[config.mk]
export PLATFORM = sky130hd
export DESIGN_NAME = reg_write_arbiter
export DESIGN_NICKNAME = d
export VERILOG_FILES = /design/src/rtl/reg_write_arbiter.sv
export SDC_FILE = /design/constraint.sdc
export NUM_CORES = 1
export LEC_CHECK = 0
export CAP_MARGIN = 30
export CORE_ASPECT_RATIO = 0.9
export CORE_MARGIN = 1.5
export CORE_UTILIZATION = 40
export DETAILED_ROUTE_END_ITERATION = 10
export HOLD_SLACK_MARGIN = 0.03
export PLACE_DENSITY = 0.81
export SYNTH_ARGS = -nofsm -noshare
export SYNTH_HDL_FRONTEND = slang
export SYNTH_SLANG_ARGS = --single-unit
[constraint.sdc]
create_clock -name CLK -period 6.3 [get_ports CLK]
set_input_delay 1.26 -clock CLK [delete_from_list [all_inputs] [get_ports CLK]]
set_output_delay 1.26 -clock CLK [all_outputs]
set_load 0.02 [all_outputs]
[src/rtl/reg_write_arbiter.sv]
// Round-robin / fixed-priority arbiter for a load-enable register bank: one write per edge.
// Requests sampled at edge k drive registered GNT/LOAD_EN/REG_IN in cycle k+1. A requester holds its request until it sees its grant.
module reg_write_arbiter #(
    parameter int NUM_REQ    = 4,
    parameter int DATA_WIDTH = 2,
    parameter int NUM_REGS   = 4,
    parameter int ADDR_WIDTH = 2
) (
    input  logic                             CLK,
    input  logic                             RST,
    input  logic                             MODE,
    input  logic [NUM_REQ-1:0]               REQ,
    input  logic [NUM_REQ*ADDR_WIDTH-1:0]    WADDR,
    input  logic [NUM_REQ*DATA_WIDTH-1:0]    WDATA,
    output logic [NUM_REQ-1:0]               GNT,
    output logic [NUM_REGS-1:0]              LOAD_EN,
    output logic [DATA_WIDTH-1:0]            REG_IN,
    output logic                             ERR,
    output logic                             BUSY
);

    localparam int PTR_W = $clog2(NUM_REQ);

    logic [PTR_W-1:0]      ptr;
    logic [PTR_W-1:0]      ptr_nxt;
    logic [NUM_REQ-1:0]    elig;
    logic [PTR_W-1:0]      win;
    logic                  win_vld;
    logic [NUM_REQ-1:0]    gnt_nxt;
    logic [ADDR_WIDTH-1:0] win_addr;
    logic [DATA_WIDTH-1:0] win_data;
    logic                  addr_ok;
    logic [NUM_REGS-1:0]   load_nxt;

    logic [ADDR_WIDTH-1:0] addr_arr [NUM_REQ];
    logic [DATA_WIDTH-1:0] data_arr [NUM_REQ];

    for (genvar i = 0; i < NUM_REQ; i++) begin : g_unpack
        assign addr_arr[i] = WADDR[i*ADDR_WIDTH +: ADDR_WIDTH];
        assign data_arr[i] = WDATA[i*DATA_WIDTH +: DATA_WIDTH];
    end

    // The requester granted last cycle is masked so a held REQ cannot write twice in a row.
    assign elig = REQ & ~GNT;

    always_comb begin
        int base;
        int idx;
        win     = '0;
        win_vld = 1'b0;
        base    = MODE ? 0 : int'(ptr);
        idx     = 0;
        for (int k = 0; k < NUM_REQ; k++) begin
            idx = base + k;
            if (idx >= NUM_REQ) begin
                idx = idx - NUM_REQ;
            end
            if (!win_vld && elig[idx]) begin
                win_vld = 1'b1;
                win     = PTR_W'(idx);
            end
        end
    end

    assign win_addr = addr_arr[win];
    assign win_data = data_arr[win];
    assign addr_ok  = 32'(win_addr) < 32'(NUM_REGS);
    assign ptr_nxt  = (win == PTR_W'(NUM_REQ - 1)) ? '0 : win + 1'b1;

    always_comb begin
        gnt_nxt  = '0;
        load_nxt = '0;
        for (int i = 0; i < NUM_REQ; i++) begin
            gnt_nxt[i] = win_vld && (win == PTR_W'(i));
        end
        for (int r = 0; r < NUM_REGS; r++) begin
            load_nxt[r] = win_vld && addr_ok && (32'(win_addr) == 32'(r));
        end
    end

    always_ff @(posedge CLK or posedge RST) begin
        if (RST) begin
            GNT     <= '0;
            LOAD_EN <= '0;
            REG_IN  <= '0;
            ERR     <= 1'b0;
            ptr     <= '0;
        end else if (win_vld) begin
            GNT     <= gnt_nxt;
            LOAD_EN <= load_nxt;
            REG_IN  <= win_data;
            ERR     <= !addr_ok;
            ptr     <= ptr_nxt;
        end else begin
            // REG_IN and the pointer hold while idle.
            GNT     <= '0;
            LOAD_EN <= '0;
            ERR     <= 1'b0;
        end
    end

    assign BUSY = |GNT;

endmodule

==> flow_summary.json, run 1 <==
{
  "r2r_cells": 6,
  "vdd_ir_drop_max_uv": 202,
  "wl_met1_um": 1020,
  "swShare": 0.429,
  "drtIter0Drc": 19,
  "hp-start": "REG_IN[0]",
  "worst_slack_ns": 3.03,
  "critPathMaxStageDelay_ns": 0.49,
  "cp-start-kind": "input pin",
  "yosys_warnings": 0,
  "dr_wl_met2_um": 1050,
  "slew-limit-headroom": 0.612,
  "syn_nets": 126,
  "start_util": 0.425,
  "htreeDepth": 1,
  "drcViolationCount": 0,
  "p_comb_frac": 0.645,
  "grt_pass1_vias": 835,
  "synth_edf_count": 0,
  "rsz0062_at_grt": "no",
  "critPathTopFamily": "simple AND/OR/NAND/NOR gates",
  "path_max_fanout": 8,
  "arrival_ns": 3.44,
  "yosysMostFrequentCell": "nor2b_1",
  "hold-worst-slack_ns": 0.608,
  "hold_violations": 0,
  "num_vias": 856,
  "cts_root_buf": "clkbuf_4",
  "critical_path_buf_inv_count": 1,
  "wl_met3_um": 95,
  "pin_count": 35,
  "ant_nets": 0,
  "total_power_mw": 0.577,
  "numClockSinks": 12,
  "cpMaxStageDelayCell": "clkdlybuf4s50_1",
  "maxCapViolations": 0,
  "power.density_mw_per_mm2": 435,
  "r2r_slack_ns": 4.01,
  "power.internal_mw": 0.330,
  "clkPwrFrac": 0.106,
  "die_area_mm2": 0.00264,
  "num_antenna_cells": 0,
  "grt_pass1_wl_um": 3620,
  "num_rows": 16,
  "io_buffer_count": 33,
  "routed.top_layer": "met4",
  "slew_viol_final": 0,
  "cp-end-kind": "flip-flop",
  "clk_pin_slew_ns": 0.08,
  "synth_ff_type": "dfrtp_1",
  "r2r_start": "ptr[1]",
  "fin_crit_sh": 0.519,
  "vias_per_cell": 5.28,
  "coreArea_mm2": 0.00220,
  "fin_nets": 163,
  "grt_overflow": 0,
  "cts_setup_buffers": 0,
  "worstSkewPairLatency_ns": 0.28,
  "cts_resized": 0,
  "synthTopCellsByArea": "dfrtp_1 32%, mux2i_1 11%, nor2b_1 8.7%, ha_1 5.3%, nor2_1 2.8%",
  "holdPathStages": 2,
  "hold_class": "reg2reg",
  "dp.final_hpwl_um": 1750,
  "die_w_um": 54.0,
  "crit_cells": 7,
  "ys_ff_latch": 12,
  "syn_avg_cell_area_um2": 9.45,
  "ys_types": 33,
  "cts_tree": "built",
  "hold_buffers": 0,
  "status": "complete, no violations",
  "syn_area_um2": 936,
  "whs_endpoint": "REG_IN[0]",
  "fmax_ghz": 0.306,
  "path_class": "in2reg",
  "max-clock-path-buffers": 2,
  "antenna_found_initial": 0,
  "tightestPinTransition_ns": 0.583,
  "switchingPower_mw": 0.248,
  "dr.pass1.iters": 4,
  "layout-drive-gt1-share": 0.0963,
  "min_period_ns": 3.27,
  "grt_util_all_layers": 0.185,
  "seq_power_share": 0.249,
  "async_reset_ff_frac": 1.00,
  "tns_ns": 0,
  "crit_chain": "clkdlybuf4s50_1 > and4bb_2 > a221oi_2 > o221a_4 > nor3b_4 > ha_1 > mux2_2",
  "die_h_um": 48.9,
  "gp_congestion": 0.755,
  "yosysTopAreaCell": "dfrtp_1",
  "yosysSeqAreaShare": 0.321,
  "post-place-ws_ns": 2.76,
  "p_leak_nw": 0.579,
  "routed_wl_um": 2200,
  "synthCells": 99,
  "cts_made_buffers": 3,
  "area_growth_pct": 42.0,
  "grt_max_degree": 13,
  "synth_top_area_frac": 0.321,
  "setup_viol": 0,
  "worst_ep_required_time_ns": 6.47,
  "synth_commonest_cells": "13 x nor2b_1, 12 x dfrtp_1, 10 x mux2i_1",
  "fin_skew_ns": 0.0113,
  "wire_per_inst_um": 13.6,
  "r2r_end": "ptr[1]"
}
==> through the flow <==
stage,std cells,utilization,area [um2]
3_5_place_dp,158,0.587,1290
5_1_grt,162,0.603,1330
2_1_floorplan,99,-,936
4_1_cts,162,0.603,1330
6_report,162,0.603,1330
3_3_place_gp,158,0.587,1290
==> kinds of logic (layout without fill, tap and decap cells) <==
logic type / Yosys count / after routing / synth area share
AOI/OAI and AO/OA: 18 / 18 / 0.166
xor gates and xnor gates: 1 / 1 / 0.00936
adders and majority gates: 4 / 4 / 0.0535
buffers and inverters: 7 / 43 / 0.0321
DFF: 12 / 12 / 0.321
muxes: 12 / 12 / 0.131
other: 1 / 1 / 0.00401
and+or+nand+nor: 44 / 44 / 0.283
==> routing by layer <==
| metal | vias up | global-route usage |
|---|---|---|
| li1 | 422 | - |
| met1 | 406 | 0.237 |
| met2 | 21 | 0.303 |
| met3 | 7 | 0.0460 |
| met4 | 0 | 0.0500 |
| met5 | - | 0 |
==> placed cells by master (no fill, tap or decap), drive strengths merged, types with 2 or more instances in the layout <==
| master | n |
|---|---|
| nand2 | 5 |
| o221ai | 2 |
| nor3b | 4 |
| o21a | 2 |
| dfrtp | 12 |
| inv | 6 |
| mux2 | 2 |
| o22ai | 3 |
| nor2b | 13 |
| clkbuf | 4 |
| nand2b | 4 |
| mux2i | 10 |
| o21ai | 2 |
| nor2 | 8 |
| o211ai | 2 |
| nand3 | 3 |
| ha | 4 |
| and2 | 4 |
| clkdlybuf4s50 | 33 |
==> registers in the layout, summed over array words and instances (netlist names) <==
name	flops
GNT	4
LOAD_EN	4
REG_IN	2
ptr	2
==> worst max-delay path by stage <==
stage / startpoint / end / slack, ns
finish: MODE / ptr[1] / 3.03
global route: REQ[0] / ptr[1] / 2.89
CTS: MODE / ptr[1] / 3.04
detailed placement: MODE / ptr[1] / 2.76
global placement: MODE / ptr[1] / 2.83
floorplan: MODE / ptr[1] / 3.42
==> tightest hold or removal path, delay by kind of cell, from the launching register on <==
family                 cells  cell delay [ns]
buffers and inverters      1             0.06
AOI/OAI and AO/OA          1             0.12
DFF                        1             0.38
==> layout make-up <==
cell class                      instances  area, um2
Multi-Input combinational cell         80        606
Clock buffer                            4       36.3
Sequential cell                        12        300
Timing Repair Buffer                   33        330
Tap cell                               27       33.8
Fill cell                             194        873
Inverter                                6       22.5
==> power by group through the flow <==
stage	Clock, mW	Combinational, mW	Sequential [mW]
2_1_floorplan	0	0.212	0.175
3_3_place_gp	0	0.363	0.143
3_5_place_dp	0	0.374	0.143
4_1_cts	0.0617	0.375	0.142
5_1_grt	0.0648	0.407	0.149
6_report	0.0610	0.373	0.144
Note: power is estimated with default switching activity, not from simulation.
==> run 2: changes to the inputs <==
--- a/config.mk
+++ b/config.mk
@@ -8,10 +8,10 @@
 export CAP_MARGIN = 30
 export CORE_ASPECT_RATIO = 0.9
 export CORE_MARGIN = 1.5
-export CORE_UTILIZATION = 40
+export CORE_UTILIZATION = 39
 export DETAILED_ROUTE_END_ITERATION = 10
 export HOLD_SLACK_MARGIN = 0.03
-export PLACE_DENSITY = 0.81
+export PLACE_DENSITY = 0.82
 export SYNTH_ARGS = -nofsm -noshare
 export SYNTH_HDL_FRONTEND = slang
 export SYNTH_SLANG_ARGS = --single-unit
==> constraint.sdc (replaced) <==
create_clock -name CLK -period 2.8 [get_ports CLK]
set_input_delay 0.56 -clock CLK [delete_from_list [all_inputs] [get_ports CLK]]
set_output_delay 0.56 -clock CLK [all_outputs]
set_load 0.02 [all_outputs]
==> run 2 against run 1 <==
Net effect:
- worst setup slack worse by 2.6 ns
- sequential power up 120%
- global-route usage is 0.25 points lower
- core utilization grew 0.47 points
- first-iteration DRC count decreased by 21%
- clock-buffer cell count did not move
- clock power grew 130%
- sequential share of layout area shrank 0.38 points
- final area rose by 1.7%
- clock skew is 0.0027 ns lower
- combinational power increased by 130%
- flip-flop and latch count unchanged
- largest power group unchanged
- highest routed layer unchanged
==> flow_summary.json, run 2 (synthesized netlist as in run 1, its figures left out) <==
{
  "seqCellArea_um2": 300,
  "multi_input_area_um2": 606,
  "worstSkewPairLatency_ns": 0.28,
  "cp-start-kind": "input pin",
  "max-clock-path-buffers": 2,
  "dr.pass1.iters": 4,
  "antenna_found_initial": 0,
  "routed.top_layer": "met4",
  "numClockSinks": 12,
  "cts_root_buf": "clkbuf_4",
  "pin_count": 35,
  "postPlaceCellArea_mm2": 0.00132,
  "rsz0062_at_grt": "no",
  "worst_slack_ns": 0.427,
  "fin_area_mm2": 0.00135,
  "hold_buffers": 0,
  "routed_wl_um": 2190,
  "coreArea_mm2": 0.00222,
  "fmax_ghz": 0.421,
  "grt_pass1_vias": 838,
  "r2r_cells": 8,
  "drtIter0Drc": 15,
  "layout_common_cells": "33 x clkdlybuf4s50_1, 13 x nor2b_1, 12 x dfrtp_1, 10 x mux2i_1, 7 x nor2_1",
  "cts_resized": 0,
  "p_leak_nw": 0.593,
  "worst_ep_required_time_ns": 3.01,
  "wire_per_inst_um": 13.3,
  "htreeDepth": 1,
  "num_antenna_cells": 0,
  "hold-worst-slack_ns": 0.582,
  "power.density_mw_per_mm2": 987,
  "min_period_ns": 2.37,
  "path_class": "in2reg",
  "grt_pass1_wl_um": 3570,
  "fin_skew_ns": 0.00856,
  "start_util": 0.421,
  "gp_congestion": 0.757,
  "r2r_slack_ns": 0.74,
  "slew_viol_final": 0,
  "cts_made_buffers": 3,
  "post-place-ws_ns": 0.127,
  "total_power_mw": 1.33,
  "layout_commonest_cell": "clkdlybuf4s50_1",
  "dp.cells": 161,
  "hold_class": "in2async",
  "arrival_ns": 2.58,
  "wl_met1_um": 948,
  "path_max_fanout": 6,
  "num_rows": 16,
  "die_area_mm2": 0.00270,
  "clk_pin_slew_ns": 0.08,
  "r2r_end": "GNT[2]",
  "cp-end-kind": "flip-flop",
  "maxCapViolations": 0,
  "drcViolationCount": 0,
  "tns_ns": 0,
  "cts_tree": "built",
  "ant_nets": 0,
  "setup_viol": 0,
  "cts_setup_buffers": 0,
  "wl_met3_um": 70,
  "fin_crit_sh": 0.847,
  "dr_wl_met2_um": 1110,
  "dp.final_hpwl_um": 1810,
  "hold_violations": 0,
  "num-fill-cells": 203,
  "status": "complete, no violations",
  "grt_max_degree": 13,
  "die_h_um": 49.5,
  "vias_per_cell": 5.23,
  "postLayoutCoreUtil": 0.608,
  "die_w_um": 54.6,
  "r2r_start": "GNT[3]",
  "grt_overflow": 0,
  "top_regs": "GNT: 4 flops, LOAD_EN: 4 flops",
  "io_buffer_count": 33,
  "num_vias": 863,
  "vdd_ir_drop_max_uv": 430,
  "fin_nets": 166,
  "grt_util_all_layers": 0.182,
  "finalNonFillerCells": 165,
  "layout-drive-gt1-share": 0.116,
  "area_growth_pct": 44.4
}
==> run 2: cell types whose count changed in the layout (fill, tap and decap cells not counted) <==
cell   before  now
buf_4       0    3
==> run 2: critical path, stage by stage <==
cell             delay, ns
clkdlybuf4s50_1       0.49
and4bb_2              0.37
a221oi_2              0.05
o221a_4               0.29
nor2_2                0.33
mux2_2                0.38
o2bb2ai_1             0.11
==> run 2: area by class of cell <==
type,count,area share
timing repair buffer,36,0.261
tap,27,0.0250
inverter,6,0.0167
multi-input combinational,80,0.448
sequential,12,0.222
clock buffer,4,0.0269
==> run 2: worst max-delay path by stage <==
stage / start / slack, ns / to / cells past startpoint
4_1_cts: MODE / 0.43 / GNT[2] / 9
3_3_place_gp: MODE / 0.23 / LOAD_EN[3] / 7
5_1_grt: REQ[3] / 0.33 / GNT[2] / 9
3_5_place_dp: MODE / 0.13 / LOAD_EN[3] / 7
6_report: MODE / 0.43 / LOAD_EN[3] / 7
2_1_floorplan: MODE / 0.62 / ptr[1] / 6
==> run 2: report_power, final <==
group	internal (mW)	switching (mW)
logic	0.435	0.439
registers	0.256	0.0646
clock network	0.0791	0.0591
total	0.770	0.563
==> run 2: per-layer routing <==
| layer | up-vias | GRT usage |
|---|---|---|
| li1 | 436 | - |
| met1 | 399 | 0.212 |
| met2 | 21 | 0.308 |
| met3 | 7 | 0.0242 |
| met4 | 0 | 0.104 |
| met5 | - | 0 |
==> RTL change: new RTL, settings of run 2 <==
The parameter `ADDR_WIDTH` goes from 2 to 1.
--- a/src/rtl/reg_write_arbiter.sv
+++ b/src/rtl/reg_write_arbiter.sv
@@ -4,7 +4,7 @@
     parameter int NUM_REQ    = 4,
     parameter int DATA_WIDTH = 2,
     parameter int NUM_REGS   = 4,
-    parameter int ADDR_WIDTH = 2
+    parameter int ADDR_WIDTH = 1
 ) (
     input  logic                             CLK,
     input  logic                             RST,
Ports: changed (resized WADDR); port bits go from 35 to 31. The function was not compared with the original's and may differ.
==> RTL change against run 2 <==
- sequential cell count decreased by 2
- power decreased by 21%
- via count decreased by 28%
- critical path depth decreased by 5
- combinational power decreased by 26%
- area after synthesis decreased by 23%
- core utilization increased by 0.31 points
- wire length decreased by 25%
- design area decreased by 23%
- setup slack improved by 0.088 ns
- synthesized cell count decreased by 23%
- largest power group unchanged
==> RTL change: results (changes against run 2) <==
Run status
  • Outcome: finished clean (unchanged)

Worst setup path
  • Reg2reg end: ptr[1]$_DFFE_PP0P_ (was GNT[2]$_DFF_PP0_)
  • Worst Path Max Fanout: 4 (was 6)
  • Critical Path Start: GNT[3]$_DFF_PP0_ (was MODE)
  • CP endpoint: BUSY (was LOAD_EN[3]$_DFF_PP0_)
  • R2R setup slack: 0.97 ns (was 0.74 ns)
  • Crit path arrival time: 1.73 ns (was 2.58 ns)

GRT
  • Largest net degree at the start of global routing: 11 (was 13)
  • Vias in the first global route: 628 (was 838)
  • GRT Resource Usage Total: 18.7% (was 18.2%)
  • First-pass GRT wire length: 2640 um (was 3570 um)

Final layout
  • Top reg by flops: GNT
  • Layout cells sized above 1: 13.2% (was 11.6%)
  • Filler cell count: 162 (was 203)
  • Syn-to-layout area delta: 44.9% (was 44.4%)
  • Nets: 130 (was 166)

Min path
  • Hold Crit Endpoint: REG_IN[0]$_DFFE_PP0P_
  • Hold path cells: 2
  • Worst min path class: reg2reg (was in2async)

Detailed routing
  • Drt total wl: 1640 um (was 2190 um)
  • DRT iter0 DRCs: 8 (was 15)
  • DR vias: 622 (was 863)
  • Via density: 4.78 (was 5.23)
  • Initial DRT Pass Iterations: 3 (was 4)

Place
  • GP Congestion: 0.861 (was 0.757)
  • Detail Placement HPWL: 1350 um (was 1810 um)
  • Dpl cells: 126 (was 161)
  • Post-DP Area: 1000 um^2 (was 1320 um^2)
  • Port Buffer Count: 27 (was 33)
  • Worst slack at placement: 0.372 ns (was 0.127 ns)

Logic synthesis
  • Main area contributors after synthesis: dfrtp_1 35%, ha_1 7.0%, mux2i_1 5.6% (was dfrtp_1 32%, mux2i_1 11%, nor2b_1 8.7%)
  • YS warnings: 0 (unchanged)
  • Sequential share of the synthesized area: 34.9% (was 32.1%)
  • Commonest cells in the netlist: 10 x dfrtp_1, 7 x nand2_1, 6 x and2_1, 5 x nor2_1 (was 13 x nor2b_1, 12 x dfrtp_1, 10 x mux2i_1, 7 x nor2_1, 6 x inv_1)
  • Mapped Cells: 76 (was 99)

Pwr
  • Peak VDD IR: 0.600 mV (was 0.430 mV)
  • Lkg Pwr: 0.467 nW (was 0.593 nW)

Clock network
  • Inserted Clock Buffers: 3 (unchanged)
  • # resized after CTS: 0 (unchanged)
  • Clock buffer depth: 2 (unchanged)
  • Post-CTS Setup Bufs: 0 (unchanged)

Timing
  • Setup Skew: 0.00430 ns (was 0.00856 ns)
  • Worst hold slack: 0.511 ns (was 0.582 ns)
  • Fmax: 438 MHz (was 421 MHz)
## RTL change: changes by cell type in the layout (fill, tap and decap cells not counted), sizes merged, moves of 3 or more
| cell | before | now |
|---|---|---|
| mux2i | 10 | 4 |
| clkdlybuf4s50 | 33 | 27 |
| a31oi | 0 | 3 |
| buf | 3 | 0 |
| nor2b | 13 | 3 |
| nor3b | 4 | 0 |
## RTL change: area by class of cell
type	instances	area share, %
multi-input cells	60	41.7
repair buffers	27	26.0
flip-flops and latches	10	24.1
clock buffers	4	3.49
well taps	24	2.89
inverters	5	1.81
## RTL change: layer usage
| metal | GRT usage [%] | share of wire [%] | vias to the layer above |
|---|---|---|---|
| met3 | 6.25 | 7.0 | 5 |
| met1 | 19.9 | 40 | 275 |
| met4 | 8.11 | 1.9 | 0 |
| met5 | 0 | 0 | - |
| li1 | - | - | 316 |
| met2 | 32.1 | 51 | 26 |
## RTL change: worst max-delay path, stage by stage (launching register included)
cell             delay, ns
dfrtp_1               0.41
or4_1                 0.50
clkdlybuf4s50_1       0.55
## RTL change: cell families (layout without fill, tap and decap cells)
family,count (synthesis),in the layout,synth area share [%]
flops,10,10,34.9
fa+ha+maj,4,4,6.98
other cells,1,3,0.523
simple gates,33,33,27.6
buf+inv,8,36,5.76
mux,4,4,5.58
compound gates,16,16,18.7
## RTL change: power by group
group          total [W]  internal [W]  switching [W]
combinational   0.000648      0.000312       0.000336
clock           0.000132     0.0000790      0.0000527
sequential      0.000273      0.000215      0.0000577
total            0.00105      0.000607       0.000446
